File: src/rtl/regfile_2r1w.sv
// regfile_2r1w: parametrised register file with two combinational read ports,
// one synchronous write port, optional write-to-read bypass and a per-register
// pending scoreboard for producer/consumer tracking.
module regfile_2r1w #(
  parameter int DATA_W  = 16,
  parameter int ADDR_W  = 3,
  parameter int BYPASS  = 1,
  parameter int ZERO_R0 = 0
) (
  input  logic                    clk,
  input  logic                    reset,
  input  logic [DATA_W-1:0]       data_in,
  input  logic [ADDR_W-1:0]       writenum,
  input  logic                    write,
  input  logic [ADDR_W-1:0]       readnum_a,
  input  logic [ADDR_W-1:0]       readnum_b,
  output logic [DATA_W-1:0]       data_out_a,
  output logic [DATA_W-1:0]       data_out_b,
  input  logic                    reserve,
  input  logic [ADDR_W-1:0]       reservenum,
  output logic                    busy_a,
  output logic                    busy_b,
  output logic [(1<<ADDR_W)-1:0]  pending
);

  localparam int NREGS = 1 << ADDR_W;

  logic [DATA_W-1:0] regs [NREGS];
  logic [NREGS-1:0]  pending_nxt;
  logic              r0_hard;
  logic              wr_store;
  logic              byp_a;
  logic              byp_b;

  assign r0_hard  = (ZERO_R0 != 0);
  // Writes to a hardwired-zero R0 never reach storage.
  assign wr_store = write && !(r0_hard && (writenum == '0));

  // Register storage: synchronous clear, single write port.
  always_ff @(posedge clk) begin
    if (reset) begin
      for (int unsigned i = 0; i < NREGS; i++) begin
        regs[i] <= '0;
      end
    end else if (wr_store) begin
      regs[writenum] <= data_in;
    end
  end

  // Scoreboard next state: reserve takes priority over a same-register write.
  always_comb begin
    pending_nxt = pending;
    for (int unsigned i = 0; i < NREGS; i++) begin
      if (reserve && (reservenum == ADDR_W'(i)) && !(r0_hard && (i == 0))) begin
        pending_nxt[i] = 1'b1;
      end else if (write && (writenum == ADDR_W'(i))) begin
        pending_nxt[i] = 1'b0;
      end
    end
  end

  // Scoreboard register.
  always_ff @(posedge clk) begin
    if (reset) begin
      pending <= '0;
    end else begin
      pending <= pending_nxt;
    end
  end

  // Read ports with same-cycle bypass, suppressed during reset.
  always_comb begin
    byp_a = (BYPASS != 0) && write && !reset && (writenum == readnum_a);
    byp_b = (BYPASS != 0) && write && !reset && (writenum == readnum_b);

    if (r0_hard && (readnum_a == '0)) begin
      data_out_a = '0;
    end else if (byp_a) begin
      data_out_a = data_in;
    end else begin
      data_out_a = regs[readnum_a];
    end

    if (r0_hard && (readnum_b == '0)) begin
      data_out_b = '0;
    end else if (byp_b) begin
      data_out_b = data_in;
    end else begin
      data_out_b = regs[readnum_b];
    end

    busy_a = pending[readnum_a] & ~byp_a;
    busy_b = pending[readnum_b] & ~byp_b;
  end

endmodule

File: config.mk
export PLATFORM = sky130hd
export DESIGN_NAME = regfile_2r1w
export DESIGN_NICKNAME = d
export VERILOG_FILES = /design/src/rtl/regfile_2r1w.sv
export SDC_FILE = /design/constraint.sdc
export NUM_CORES = 1
export LEC_CHECK = 0
export ABC_AREA = 1
export BUFFER_PORTS_ARGS = -buffer_cell sky130_fd_sc_hd__clkbuf_2
export CELL_PAD_IN_SITES_DETAIL_PLACEMENT = 0
export CELL_PAD_IN_SITES_GLOBAL_PLACEMENT = 1
export CORE_ASPECT_RATIO = 1.5
export CORE_UTILIZATION = 45
export CTS_BUF_LIST = sky130_fd_sc_hd__clkbuf_8
export DETAILED_ROUTE_END_ITERATION = 10
export GPL_TIMING_DRIVEN = 0
export PLACE_DENSITY_LB_ADDON = 0.1
export SETUP_SLACK_MARGIN = 0.4
export SLEW_MARGIN = 20
export SYNTH_ARGS = -nofsm -noshare
export SYNTH_HDL_FRONTEND = slang
export SYNTH_SLANG_ARGS = --single-unit
File: constraint.sdc
create_clock -name clk -period 4.1 [get_ports clk]
set_input_delay 0.615 -clock clk [delete_from_list [all_inputs] [get_ports clk]]
set_output_delay 0.615 -clock clk [all_outputs]
set_load 0.01 [all_outputs]
==> out/metrics.csv, run 1 <==
stage;metric;value;unit
clock_network;H-tree depth;4;
timing;final slew viol count;0;
clock_network;Post-CTS Hold Fix Bufs;0;
route;DR vias/cell;5.399;
placed_design;routability cong.;0.9201;
clock_network;cts repair resizes;0;
worst_setup_path;Critical Path Start Type;input pin;
finish;area delta synth->final;12.70;%
worst_setup_path;Crit Path Max Fanout;10;
pwr;VDD IR max;0.3080;mV
timing;worst-margin pin slew;0.9496;ns
route;final wirelength;31980;um
synthesis;sequential cell area fraction in the yosys report;47.48;%
clock_network;Skew-Pair Late Insertion Delay;0.47;ns
worst_setup_path;FF-to-FF path depth;2;
timing;Slew HR;36.69;%
finish;ant diodes;0;
finish;commonest non-fill, non-tap cells in the layout;nand2_1, nand3_1, inv_1;
clock_network;Clock transition at path regs;0.07;ns
placed_design;Port-buffer cells;65;
timing;Final period util;69.33;%
floorplan;I/O Pins;74;
clock_network;setup bufs post-CTS;0;
route;routed len/inst;21.43;um
finish;commonest non-fill, non-tap cell in the layout;nand2_1;
worst_setup_path;crit path cell chain;buf_4 > inv_2 > clkbuf_1 > nand3_1 > nand3_1 > nand3_1 > nand2_1 > clkbuf_2;
route;DR iter-0 viols;787;
worst_setup_path;crit path DAT;2.23;ns
clock_network;Root Driver;clkbuf_8;
placed_design;placed cell count;1460;
timing;Fmax;351.8;MHz
pwr;P_leak;4.640;nW
timing;Final min period;2.843;ns
worst_setup_path;WP buf/inv;4;
timing;# setup viols final;0;
synthesis;mapped cell area;8433;um2
timing;TNS Setup;0;ns
worst_setup_path;Worst setup EP type;output port;
min_path;Hold Path Class;in -> reg;
floorplan;Core Box Area;18470;um2
route;remaining design rule violation count;0;
floorplan;Initial Util;45.66;%
route;vias;8055;
finish;Multi-input gate area;3397;um2
worst_setup_path;CP top delay family;buffers and inverters;
worst_setup_path;Worst path depth;8;
finish;Reg area;4004;um2
run;max-cap violations;0;
synthesis;Synth Instances;1143;
floorplan;Core Rows;61;
finish;fin cells;1492;
global_route;initial antenna violation count;0;
finish;share of cells above drive strength 1;14.76;%
route;ANT nets after route;0;
timing;WHS;0.4508;ns
synthesis;Post-Syn Area per Cell;7.378;um2
timing;PnR worst setup slack;1.257;ns
placed_design;HPWL Detailed;23150;um
synthesis;Net Count, Synth;1175;
global_route;gr ovfl total;0;
synthesis;Seq cells post-synth;136;
pwr;PwrDens;369.7;nW/um2
finish;NumNets Final;1259;
global_route;vias in the first global route;7713;
clock_network;clk sink count;136;
synthesis;Distinct cells, synth;28;
global_route;Overall Global Routing Usage;34.36;%
placed_design;pre-CTS setup slack;1.319;ns
worst_setup_path;slowest CP cell;clkbuf_1;
route;First-pass DRT Iterations;7;
worst_setup_path;most frequent CP cell;nand3_1;
clock_network;total CTS buffers;17;
global_route;global-route wire length before repair;47020;um
synthesis;Ys Warns;0;
min_path;WHS Path Cells;2;
timing;clock skew;0;ns
worst_setup_path;data required time of the critical path;3.48;ns
floorplan;die area;19300;um2
timing;RSZ-0062 raised after global routing;no;
timing;final hold vios;0;
worst_setup_path;crit path kind;in -> out;
global_route;largest net degree at the start of global routing;18;
floorplan;die span in x;113.8;um
finish;Filler Cells Inserted;1892;
clock_network;CTS tree;built;
worst_setup_path;crit-path max cell delay;0.57;ns
outcome;status;finished, final reports clean;
floorplan;Die Y-Extent;169.7;um
clock_network;Max clock buf depth;2;
pwr;overall power;3.514;mW
-- flip-flops by register name (all words and copies together), names as in the netlist --
signal,flops
regs,128
pending,8
-- worst paths after layout --
check	startpoint	slack, ns	to
setup reg to reg	pending[2]$_SDFFE_PP0P_	3.42	pending[2]$_SDFFE_PP0P_
hold reg to reg	pending[6]$_SDFFE_PP0P_	0.50	pending[6]$_SDFFE_PP0P_
hold / removal	reset	0.45	pending[6]$_SDFFE_PP0P_
setup / recovery	readnum_b[1]	1.26	data_out_b[14]
-- cell families (layout without fill, tap and decap cells) --
group | after synthesis | after routing | share of synthesized area (%)
buf+inv | 227 | 324 | 12.24
simple gates | 769 | 769 | 39.57
flops | 136 | 136 | 47.48
compound gates | 11 | 11 | 0.7121
-- Yosys cell counts, drive strengths merged --
cell type	n	area [um2]
a21oi	1	5.000
buf	51	351.6
clkbuf	15	56.30
dfxtp	8	160.2
edfxtp	128	3844
inv	161	624.3
nand2	373	1435
nand3	241	1226
nand4	4	67.56
nor2	151	608.1
o211ai	2	15.01
o21ai	8	40.04
-- final cells by class --
type | instances | share of cell area, %
repair buffers | 65 | 3.423
multi-input cells | 780 | 35.74
flip-flops and latches | 136 | 42.13
clock buffers | 18 | 2.607
inverters | 161 | 6.569
plain buffers | 66 | 4.292
clock inverters | 14 | 1.922
well taps | 252 | 3.318
-- stage by stage --
stage	instance area [um2]	util, %
6_report	9504	51.46
5_1_grt	9504	51.46
4_1_cts	9504	51.46
3_5_place_dp	9074	49.13
3_3_place_gp	9074	49.13
2_1_floorplan	8433	-
-- routing by layer --
layer  global-route usage [%]  up-vias  part of all wire [%]
met3                    6.286       87                   7.4
li1                         -     3795                     -
met2                    59.60      380                    50
met1                    40.40     3793                    38
met5                        0        -                     0
met4                    17.45        0                   4.2
-- where the power goes --
| group | total [mW] | internal, mW | leakage [nW] | switching [mW] |
|---|---|---|---|---|
| Sequential | 1.63 | 1.60 | 1.29 | 0.0279 |
| Clock | 1.23 | 0.672 | 0.213 | 0.563 |
| Combinational | 0.648 | 0.184 | 3.13 | 0.464 |
No activity file was read; power rests on OpenSTA's default activity.
==> run 2: changes to the inputs <==
--- a/config.mk
+++ b/config.mk
@@ -10,7 +10,7 @@
 export CELL_PAD_IN_SITES_DETAIL_PLACEMENT = 0
 export CELL_PAD_IN_SITES_GLOBAL_PLACEMENT = 1
 export CORE_ASPECT_RATIO = 1.5
-export CORE_UTILIZATION = 45
+export CORE_UTILIZATION = 41
 export CTS_BUF_LIST = sky130_fd_sc_hd__clkbuf_8
 export DETAILED_ROUTE_END_ITERATION = 10
 export GPL_TIMING_DRIVEN = 0
==> constraint.sdc (replaced) <==
create_clock -name clk -period 2.4 [get_ports clk]
set_input_delay 0.36 -clock clk [delete_from_list [all_inputs] [get_ports clk]]
set_output_delay 0.36 -clock clk [all_outputs]
set_load 0.01 [all_outputs]
==> run 2 against run 1 <==
Net effect: critical path depth up 3; final cell count up 1.0%; setup slack worse by 0.82 ns; register-to-register slack worse by 1.7 ns; final area up 2.9%; largest cell class unchanged.
==> out/metrics.csv, run 2 (synthesis results as in run 1) <==
stage;metric;value;unit;change
finish;Top Registers;regs (128), pending (8);;unchanged
timing;final hold vios;0;;unchanged
route;vias;8042;;was 8055
finish;Multi-input gate area;3460;um2;was 3397 um2
finish;Reg area;4005;um2;was 4004 um2
pwr;overall power;6.172;mW;was 3.514 mW
worst_setup_path;WP buf/inv;5;;was 4
floorplan;Die Y-Extent;177.7;um;was 169.7 um
floorplan;die span in x;119.1;um;was 113.8 um
worst_setup_path;crit path kind;in -> out;;unchanged
worst_setup_path;CP top delay family;simple AND/OR/NAND/NOR gates;;was buffers and inverters
timing;TNS Setup;0;ns;unchanged
clock_network;clk sink count;136;;unchanged
route;final wirelength;32030;um;was 31980 um
finish;fin cells;1507;;was 1492
min_path;Hold Path Class;in -> reg;;unchanged
finish;share of cells above drive strength 1;18.04;%;was 14.76%
global_route;vias in the first global route;7529;;was 7713
worst_setup_path;data required time of the critical path;2.04;ns;was 3.48 ns
route;remaining design rule violation count;0;;unchanged
route;DR vias/cell;5.336;;was 5.399
worst_setup_path;crit-path max cell delay;0.17;ns;was 0.57 ns
worst_setup_path;Worst setup EP type;output port;;unchanged
finish;Largest register FFs;128;;unchanged
global_route;initial antenna violation count;0;;unchanged
floorplan;die area;21160;um2;was 19300 um2
timing;final slew viol count;0;;unchanged
global_route;gr ovfl total;0;;unchanged
worst_setup_path;slowest CP cell;nor2_8;;was clkbuf_1
timing;Fmax;509.7;MHz;
worst_setup_path;Crit Path Max Fanout;10;;unchanged
floorplan;Initial Util;42.29;%;was 45.66%
timing;Slew HR;33.56;%;was 36.69%
route;routed len/inst;21.25;um;was 21.43 um
timing;Final period util;81.75;%;
finish;area delta synth->final;15.95;%;was 12.70%
route;DR iter-0 viols;808;;was 787
run;max-cap violations;0;;unchanged
timing;WHS;0.1732;ns;was 0.4508 ns
placed_design;Port-buffer cells;65;;unchanged
clock_network;CTS tree;built;;unchanged
timing;RSZ-0062 raised after global routing;yes;;was no
placed_design;HPWL Detailed;23110;um;was 23150 um
global_route;global-route wire length before repair;46780;um;was 47020 um
route;ANT nets after route;0;;unchanged
clock_network;Skew-Pair Late Insertion Delay;0.47;ns;about the same
worst_setup_path;Critical Path Start Type;input pin;;unchanged
floorplan;Core Box Area;19940;um2;was 18470 um2
floorplan;I/O Pins;74;;unchanged
clock_network;Root Driver;clkbuf_8;;unchanged
finish;commonest non-fill, non-tap cells in the layout;nand2_1, nand3_1, inv_1;;unchanged
route;First-pass DRT Iterations;6;;was 7
outcome;status;finished, final reports clean;;unchanged
global_route;Overall Global Routing Usage;31.32;%;was 34.36%
global_route;largest net degree at the start of global routing;18;;unchanged
placed_design;routability cong.;0.9240;;was 0.9201
pwr;VDD IR max;0.4385;mV;was 0.3080 mV
worst_setup_path;crit path DAT;1.60;ns;was 2.23 ns
finish;Filler Cells Inserted;2060;;was 1892
clock_network;Post-CTS Hold Fix Bufs;0;;unchanged
clock_network;H-tree depth;4;;unchanged
pwr;P_leak;4.788;nW;was 4.640 nW
finish;NumNets Final;1266;;was 1259
worst_setup_path;crit path cell chain;clkbuf_2 > inv_2 > nor2_8 > nand2_2 > nor2_4 > nand2_4 > inv_8 > buf_12 > nand2_1 > nand2_1 > clkbuf_2;;was buf_4 > inv_2 > clkbuf_1 > nand3_1 > nand3_1 > nand3_1 > nand2_1 > clkbuf_2
clock_network;total CTS buffers;17;;unchanged
timing;# setup viols final;0;;unchanged
finish;Reg with most FFs;regs;;unchanged
timing;clock skew;0;ns;unchanged
placed_design;placed cell count;1468;;was 1460
clock_network;Clock transition at path regs;0.08;ns;was 0.07 ns
timing;worst-margin pin slew;0.9941;ns;was 0.9496 ns
finish;ant diodes;0;;unchanged
timing;Final min period;1.962;ns;
pwr;PwrDens;631.2;nW/um2;was 369.7 nW/um2
clock_network;Max clock buf depth;2;;unchanged
finish;commonest non-fill, non-tap cell in the layout;nand2_1;;unchanged
floorplan;Core Rows;63;;was 61
## run 2: stage by stage
step | utilization, % | worst slack [ns] | area [um2]
6_report | 49.03 | 0.4379 | 9778
4_1_cts | 48.17 | 0.4021 | 9607
5_1_grt | 49.03 | 0.3857 | 9778
3_3_place_gp | 45.55 | -0.1243 | 9084
3_5_place_dp | 45.55 | -0.1423 | 9084
2_1_floorplan | - | 0.6653 | 8433
## run 2: report_power, final
part	internal [mW]	total, mW	switching [mW]
Combinational	0.342	1.16	0.815
Sequential	2.74	2.78	0.0429
Clock	1.24	2.23	0.993
Total	4.32	6.17	1.85
## run 2: repair_timing
| item | in CTS | in global routing |
|---|---|---|
| pin swaps | 0 | 2 |
| gates resized for setup | 31 | 33 |
| endpoints found under the setup margin | 63 | 40 |
| buffers inserted | 0 | 7 |
| endpoints found under the hold margin | 0 | 0 |
## run 2: final cells by class
cell class / instances / share of cell area [%]
clock buffers: 17 / 2.393
plain buffers: 66 / 5.234
repair buffers: 72 / 3.864
clock inverters: 15 / 2.303
well taps: 260 / 3.327
multi-input cells: 780 / 35.38
flip-flops and latches: 136 / 40.96
inverters: 161 / 6.539
## run 2: final timing paths
path,endpoint,slack [ns],cells after the start,start
worst min register to register,pending[6]$_SDFFE_PP0P_,0.50,2,pending[6]$_SDFFE_PP0P_
worst max register to register,pending[5]$_SDFFE_PP0P_,1.73,2,pending[5]$_SDFFE_PP0P_
worst min-delay path,pending[1]$_SDFFE_PP0P_,0.17,3,reserve
worst max-delay path,data_out_b[11],0.44,11,write
## run 2: worst min-delay path, cell delays in order
cell	delay, ns
clkbuf_2	0.11
nand3_1	0.08
nand2_1	0.05
## run 2: routing by layer
metal	wire [um]	track usage, %	share of wire, %	vias to the layer above
li1	-	-	-	3814
met1	12460	38.65	39	3782
met2	15810	53.13	49	361
met3	2429	4.788	7.6	85
met4	1328	15.40	4.1	0
met5	0	0	0	-
